`config.mk`:
```
export PLATFORM = sky130hd
export DESIGN_NAME = pix_wr_combiner
export DESIGN_NICKNAME = d
export VERILOG_FILES = /design/src/rtl/mcore_pkg.sv /design/src/rtl/pwc_timeout_ctr.sv /design/src/rtl/pix_wr_combiner.sv
export SDC_FILE = /design/constraint.sdc
export NUM_CORES = 1
export LEC_CHECK = 0
export ABC_AREA = 1
export CAP_MARGIN = 10
export CORE_ASPECT_RATIO = 1.5
export CORE_MARGIN = 5
export CORE_UTILIZATION = 43
export CTS_CLUSTER_SIZE = 30
export DETAILED_ROUTE_END_ITERATION = 8
export GPL_ROUTABILITY_DRIVEN = 0
export PLACE_DENSITY = 0.81
export SKIP_LAST_GASP = 1
export SLEW_MARGIN = 10
export SYNTH_ARGS = -nofsm -noshare
export SYNTH_HDL_FRONTEND = slang
export SYNTH_HIERARCHICAL = 1
export SYNTH_SLANG_ARGS = --single-unit
```
`constraint.sdc`:
```
create_clock -name aclk -period 3.6 [get_ports aclk]
set_input_delay 0.72 -clock aclk [delete_from_list [all_inputs] [get_ports aclk]]
set_output_delay 0.72 -clock aclk [all_outputs]
set_load 0.01 [all_outputs]
```
`src/rtl/mcore_pkg.sv`:
```
// Shared types and constants for the pixel write combiner.
// pwc_state_t : controller states
// PWC_BE_FULL : byte-enable value of a completely written word
package mcore_pkg;

    typedef enum logic [2:0] {
        IDLE    = 3'd0,
        HOLD    = 3'd1,
        FLUSH   = 3'd2,
        RD_REQ  = 3'd3,
        RD_WAIT = 3'd4
    } pwc_state_t;

    localparam logic [3:0] PWC_BE_FULL = 4'hF;

    // Overwrite only the bytes of the held word that the new write enables.
    function automatic logic [31:0] pwc_merge(input logic [31:0] held,
                                              input logic [31:0] wdata,
                                              input logic [3:0]  be);
        logic [31:0] res;
        res = held;
        for (int i = 0; i < 4; i++) begin
            if (be[i]) res[8*i +: 8] = wdata[8*i +: 8];
        end
        return res;
    endfunction

endpackage

```
`src/rtl/pwc_timeout_ctr.sv`:
```
// Idle timeout for a held write. Down-counter reloaded whenever the combiner
// is not sitting idle in HOLD; expire_o fires on the last idle cycle so the
// FSM enters FLUSH exactly FLUSH_TIMEOUT cycles after HOLD was entered.
// Only built when PIX_WR_COMB_TIMEOUT_EN is defined.
module pwc_timeout_ctr #(
    parameter int FLUSH_TIMEOUT = 16
) (
    input  logic clk_i,
    input  logic rst_i,
    input  logic hold_idle_i,
    output logic expire_o
);

    localparam int              CNT_W = $clog2(FLUSH_TIMEOUT + 1);
    localparam logic [CNT_W-1:0] LOAD  = CNT_W'(FLUSH_TIMEOUT);
    localparam logic [CNT_W-1:0] TC    = CNT_W'(1);

    logic [CNT_W-1:0] cnt_q, cnt_d;

    // Count down while idle in HOLD, reload otherwise.
    always_comb begin
        cnt_d = LOAD;
        if (hold_idle_i) cnt_d = cnt_q - TC;
    end

    // Counter register.
    always_ff @(posedge clk_i or posedge rst_i) begin
        if (rst_i) cnt_q <= LOAD;
        else       cnt_q <= cnt_d;
    end

    assign expire_o = hold_idle_i && (cnt_q == TC);

endmodule

```
`src/rtl/pix_wr_combiner.sv`:
```
// Pixel write combiner: merges partial upstream writes to the same 32-bit
// word into one downstream write, tracks outstanding downstream writes and
// serialises reads behind them.
// Optional idle flush timeout: define PIX_WR_COMB_TIMEOUT_EN.
//
// state   | meaning
// --------+-----------------------------------------------------
// IDLE    | buffer empty
// HOLD    | one word buffered, merging same-word writes
// FLUSH   | buffered write on dn, waiting for dn_gnt
// RD_REQ  | read forwarded on dn, waiting for dn_gnt
// RD_WAIT | waiting for the read response, passed straight through
module pix_wr_combiner
    import mcore_pkg::*;
#(
    parameter int DATA_WIDTH         = 32,
    parameter int ADDR_WIDTH         = 32,
    parameter int FLUSH_TIMEOUT      = 16,
    parameter int MAX_WR_OUTSTANDING = 3
) (
    input  logic                  aclk,
    input  logic                  areset,
    input  logic                  up_req,
    input  logic [ADDR_WIDTH-1:0] up_addr,
    input  logic                  up_we,
    input  logic [DATA_WIDTH-1:0] up_wdata,
    input  logic [3:0]            up_be,
    output logic                  up_gnt,
    output logic                  up_rsp_valid,
    output logic [DATA_WIDTH-1:0] up_rsp_rdata,
    output logic                  up_rsp_error,
    output logic                  dn_req,
    output logic [ADDR_WIDTH-1:0] dn_addr,
    output logic                  dn_we,
    output logic [DATA_WIDTH-1:0] dn_wdata,
    output logic [3:0]            dn_be,
    input  logic                  dn_gnt,
    input  logic                  dn_rsp_valid,
    input  logic [DATA_WIDTH-1:0] dn_rsp_rdata,
    input  logic                  dn_rsp_error,
    input  logic                  flush_i,
    output logic                  idle_o,
    output logic                  wr_err_o
);

    localparam int               CNT_W  = $clog2(MAX_WR_OUTSTANDING + 1);
    localparam logic [CNT_W-1:0] WR_MAX = CNT_W'(MAX_WR_OUTSTANDING);
    localparam logic [CNT_W-1:0] ONE    = CNT_W'(1);

    pwc_state_t            state_q, state_d;
    logic [ADDR_WIDTH-3:0] word_q, word_d;
    logic [DATA_WIDTH-1:0] data_q, data_d;
    logic [3:0]            be_q, be_d;
    logic [CNT_W-1:0]      wr_out_q, wr_out_d;
    logic                  rsp_pend_q, rsp_pend_d;
    logic                  wr_err_q, wr_err_d;

    logic gnt;
    logic tmo;
    logic same_word;
    logic wr_issue;
    logic wr_rsp;

    assign same_word = (up_addr[ADDR_WIDTH-1:2] == word_q);

`ifdef PIX_WR_COMB_TIMEOUT_EN
    logic hold_idle;
    assign hold_idle = (state_q == HOLD) && !up_req;

    pwc_timeout_ctr #(
        .FLUSH_TIMEOUT(FLUSH_TIMEOUT)
    ) u_timeout_ctr (
        .clk_i      (aclk),
        .rst_i      (areset),
        .hold_idle_i(hold_idle),
        .expire_o   (tmo)
    );
`else
    logic unused_flush_timeout;
    assign unused_flush_timeout = (FLUSH_TIMEOUT != 0);
    assign tmo = 1'b0;
`endif

    // Next-state, buffer update and downstream drive.
    always_comb begin
        state_d  = state_q;
        word_d   = word_q;
        data_d   = data_q;
        be_d     = be_q;
        gnt      = 1'b0;
        dn_req   = 1'b0;
        dn_we    = 1'b0;
        dn_addr  = '0;
        dn_wdata = '0;
        dn_be    = '0;
        case (state_q)
            IDLE: begin
                if (up_req) begin
                    if (up_we) begin
                        gnt     = 1'b1;
                        word_d  = up_addr[ADDR_WIDTH-1:2];
                        data_d  = up_wdata;
                        be_d    = up_be;
                        state_d = HOLD;
                    end else if (wr_out_q == '0) begin
                        state_d = RD_REQ;
                    end
                end
            end
            HOLD: begin
                if (be_q == PWC_BE_FULL) begin
                    state_d = FLUSH;
                end else if (up_req && up_we && same_word) begin
                    // merge wins; a coincident flush or timeout follows next cycle
                    gnt    = 1'b1;
                    data_d = pwc_merge(data_q, up_wdata, up_be);
                    be_d   = be_q | up_be;
                    if (flush_i || tmo) state_d = FLUSH;
                end else if (flush_i || tmo || up_req) begin
                    state_d = FLUSH;
                end
            end
            FLUSH: begin
                dn_req   = (wr_out_q != WR_MAX);
                dn_we    = 1'b1;
                dn_addr  = {word_q, 2'b00};
                dn_wdata = data_q;
                dn_be    = be_q;
                if (dn_req && dn_gnt) state_d = IDLE;
            end
            RD_REQ: begin
                dn_req   = up_req && !up_we;
                dn_addr  = up_addr;
                dn_wdata = up_wdata;
                dn_be    = up_be;
                if (dn_req && dn_gnt) begin
                    gnt     = 1'b1;
                    state_d = RD_WAIT;
                end else if (!dn_req) begin
                    state_d = IDLE;
                end
            end
            RD_WAIT: begin
                if (dn_rsp_valid) state_d = IDLE;
            end
            default: state_d = IDLE;
        endcase
    end

    // Outstanding-write bookkeeping and write-response generation.
    always_comb begin
        wr_issue   = (state_q == FLUSH) && dn_req && dn_gnt;
        wr_rsp     = dn_rsp_valid && (wr_out_q != '0) && (state_q != RD_WAIT);
        wr_out_d   = wr_out_q;
        if (wr_issue && !wr_rsp)      wr_out_d = wr_out_q + ONE;
        else if (!wr_issue && wr_rsp) wr_out_d = wr_out_q - ONE;
        wr_err_d   = wr_err_q | (wr_rsp & dn_rsp_error);
        rsp_pend_d = gnt && up_we;
    end

    // State and datapath registers.
    always_ff @(posedge aclk or posedge areset) begin
        if (areset) begin
            state_q    <= IDLE;
            word_q     <= '0;
            data_q     <= '0;
            be_q       <= '0;
            wr_out_q   <= '0;
            rsp_pend_q <= 1'b0;
            wr_err_q   <= 1'b0;
        end else begin
            state_q    <= state_d;
            word_q     <= word_d;
            data_q     <= data_d;
            be_q       <= be_d;
            wr_out_q   <= wr_out_d;
            rsp_pend_q <= rsp_pend_d;
            wr_err_q   <= wr_err_d;
        end
    end

    // up_gnt is combinational from up_req, so it is masked during reset.
    assign up_gnt       = gnt && !areset;
    assign up_rsp_valid = rsp_pend_q || ((state_q == RD_WAIT) && dn_rsp_valid);
    assign up_rsp_rdata = (state_q == RD_WAIT) ? dn_rsp_rdata : '0;
    assign up_rsp_error = (state_q == RD_WAIT) && dn_rsp_valid && dn_rsp_error;
    assign idle_o       = areset || ((state_q == IDLE) && (wr_out_q == '0) && !up_req);
    assign wr_err_o     = wr_err_q;

endmodule

```
==> results of run 1 <==
## final timing paths
| path | to |
|---|---|
| setup / recovery | up_gnt |
| hold / removal | data_q[9] |
| setup reg to reg | wr_out_q[1] |
| hold reg to reg | data_q[9] |
| max in group asynchronous | word_q[0] |
| min in group asynchronous | data_q[8] |
## state kept, by name, indices dropped and copies added (netlist names)
signal / count
data_q: 32
word_q: 30
be_q: 4
state_q: 3
wr_out_q: 2
rsp_pend_q: 1
wr_err_o: 1
## synth_stat cells, types with 2 or more instances
| master | number |
|---|---|
| o21bai_1 | 2 |
| dfrtp_1 | 73 |
| nand2_1 | 261 |
| inv_2 | 5 |
| o21ai_0 | 62 |
| xnor2_1 | 9 |
| o21ai_2 | 16 |
| nand2_2 | 3 |
| nand3_2 | 2 |
| nor3_1 | 3 |
| clkbuf_1 | 18 |
| buf_1 | 3 |
| o21bai_4 | 2 |
| nand4_1 | 10 |
| nand3_1 | 4 |
| a22o_1 | 17 |
| buf_2 | 3 |
| a21oi_1 | 5 |
| inv_1 | 143 |
| nor2_1 | 66 |
| o22ai_1 | 24 |
## report_power, final
part | total (mW) | internal (mW) | switching, mW
clock | 0.895 | 0.539 | 0.356
sequential | 1.41 | 1.18 | 0.229
combinational | 2.74 | 1.22 | 1.52
total | 5.04 | 2.94 | 2.10
## metrics by stage
stage,power (mW),area (um^2),instances,util
after floorplan,3.01,4830,740,-
after global placement,4.12,7150,1086,0.650
after detailed placement,4.16,7150,1086,0.650
after CTS,5.08,7450,1102,0.677
after global routing,5.45,7450,1103,0.678
final,5.04,7450,1103,0.678
## cells in the final DEF, fill, tap and decap left out, types with 9 or more instances in the layout
cell type	count
a22o_1	17
nand4_1	10
buf_4	10
clkbuf_16	9
o22ai_1	24
nor2_1	65
o21ai_2	16
inv_1	142
nand2_1	261
dfrtp_1	73
clkdlybuf4s50_1	213
xnor2_1	9
o21ai_0	62
## worst max-delay path: cells and delay by family
kind	cells	cell delay, ps
and+or+nand+nor	6	570
buffers and inverters	4	840
AOI/OAI and AO/OA	2	230
## per-layer routing
layer / global-route usage / vias to the layer above / part of all wire / wire, um
li1: - / 2702 / - / -
met1: 0.259 / 2417 / 0.37 / 5870
met2: 0.415 / 198 / 0.51 / 8080
met3: 0.0621 / 37 / 0.081 / 1270
met4: 0.107 / 0 / 0.035 / 549
met5: 0 / - / 0 / 0
## logic make-up (layout without fill, tap and decap cells)
kind of cell	Yosys count	count (layout)	synth area share
and+or+nand+nor	352	352	0.289
buffers and inverters	174	389	0.138
AOI/OAI and AO/OA	131	131	0.176
DFF	73	73	0.378
xor gates and xnor gates	9	9	0.0163
adders and majority gates	1	1	0.00259
other	0	1	0
## what timing repair did
item / 4_1_cts / 5_1_grt
gates resized for setup: 0 / 1
setup endpoints to repair: 0 / 1
endpoints found under the hold margin: 0 / 0
## layout make-up
type / count / area (um^2)
fillers: 933 / 3540
multi-input cells: 493 / 2350
clock buffers: 10 / 229
repair buffers: 225 / 2240
inverters: 148 / 556
diodes: 1 / 2.50
clock inverters: 6 / 68.8
flip-flops and latches: 73 / 1830
well taps: 147 / 184
==> flow_metrics.py, run 1 <==
metrics = {
    "worst_hold_path": {
        "hp-start": "data_q[9]",
        "hold_path_depth": 2,
        "hold_class": "flip-flop to flip-flop",
    },
    "worst_setup_path": {
        "r2r_cells": 8,
        "worstSetupPathType": "primary input to primary output",
        "slowest_delay_ps": 500,
        "arrival_ps": 2370,
        "slowest_stage": "clkdlybuf4s50_1",
        "required_ps": 2880,
        "crit_path_start_kind": "primary input",
        "path_max_fanout": 3,
        "crit_path_start": "up_addr[23]",
        "crit_top_cell": "nand2_1",
        "crit_chain": "clkdlybuf4s50_1 -> inv_1 -> nand2_1 -> o21ai_0 -> inv_1 -> nand2_1 -> nor2_1 -> nand2_1 -> nor2_1 -> nand3_2 -> a31oi_1 -> dlymetal6s2s_1",
        "regToRegSetupSlack_ps": 1580,
        "reg2reg_from": "state_q[1]",
        "endpoint_kind": "primary output",
    },
    "final_layout": {
        "drive_above_1_share": 0.0607,
        "final_nets": 1059,
        "area_growth_pct": 54.3,
    },
    "global_routing": {
        "grt_pass1_wl_um": 25100,
        "grt_antenna_before_repair": 1,
        "grt_start_max_net_pins": 74,
        "overflow": 0,
        "grt_pass1_vias": 5268,
        "grt_use_total": 0.236,
    },
    "synth": {
        "ys_seq_elements": 73,
        "synth_fp_nets": 849,
        "syn_avg_cell_area_um2": 6.52,
        "syn_inst": 740,
        "ys_async_sr_fraction": 1.00,
        "synth-seq-area-share": 0.378,
        "ys_warn_count": 6,
        "syn_area_um2": 4830,
        "yosysTopAreaCell": "dfrtp_1",
        "synth_edf_count": 0,
        "synth_top_area_frac": 0.378,
        "ys_types": 30,
        "synth-main-ff-cell": "dfrtp_1",
        "synth.area.top_cells": "dfrtp_1 38%, nand2_1 20%, inv_1 11%",
    },
    "timing": {
        "clock_skew_ps": 7.36,
        "worst-slew-pin-transition_ps": 954,
        "slew_headroom": 0.364,
        "rsz0062_at_grt": "false",
        "report.final.slew_viol_count": 0,
        "hold_ws_ps": 474,
        "min_period_ps": 3090,
        "setup_violations": 0,
        "timing.setup.tns_ps": 0,
        "clock.fmax_mhz": 324,
        "finalHoldViolCount": 0,
        "fin_ws_ps": 513,
        "period_share": 0.857,
    },
    "drt": {
        "routed_wl_um": 15800,
        "drt_iter0_markers": 317,
        "vias_per_cell": 4.85,
        "drc": 0,
        "antenna_left": 0,
        "vias": 5354,
        "routedWlPerCell_um": 14.3,
        "drt-pass1-iter-count": 4,
    },
    "clock_tree": {
        "clock_latency_ps": 340,
        "cts.sinks": 73,
        "clk_pin_slew_worst_paths_ps": 60,
        "cts_hold_buf": 0,
        "cts_setup_buffers": 0,
        "cts_made_buffers": 9,
        "cts_buffer_depth": 2,
        "cts-root-buf": "clkbuf_16",
        "cts_max_level": 3,
        "cts_tree": "built",
    },
    "power_and_ir_drop": {
        "power_per_cell_area_nw_per_um2": 677,
        "power.static_leakage_nw": 3.70,
        "peakVddDrop_mv": 0.521,
    },
    "place": {
        "port_buffers": 214,
        "hpwlAfterDp_um": 12200,
        "place_ws_ps": 140,
    },
    "die": {
        "fp.dieH_um": 140,
        "die_w_um": 96.5,
        "start_util": 0.439,
        "io_pins": 215,
        "fp-row-count": 47,
        "coreArea_um2": 11000,
        "die_area_um2": 13500,
    },
    "run": {
        "maxCapViolCount": 0,
    },
    "run_status": {
        "outcome": "completed",
    },
}
Power figures use the tool's default switching activity.
==> run 2: changes to the inputs <==
Settings changed: CTS_CLUSTER_SIZE 30 to not set, SLEW_MARGIN 10 to 20.
==> results of run 2 <==
Same layout as run 1: the final DEF is identical, and so are final timing and power.
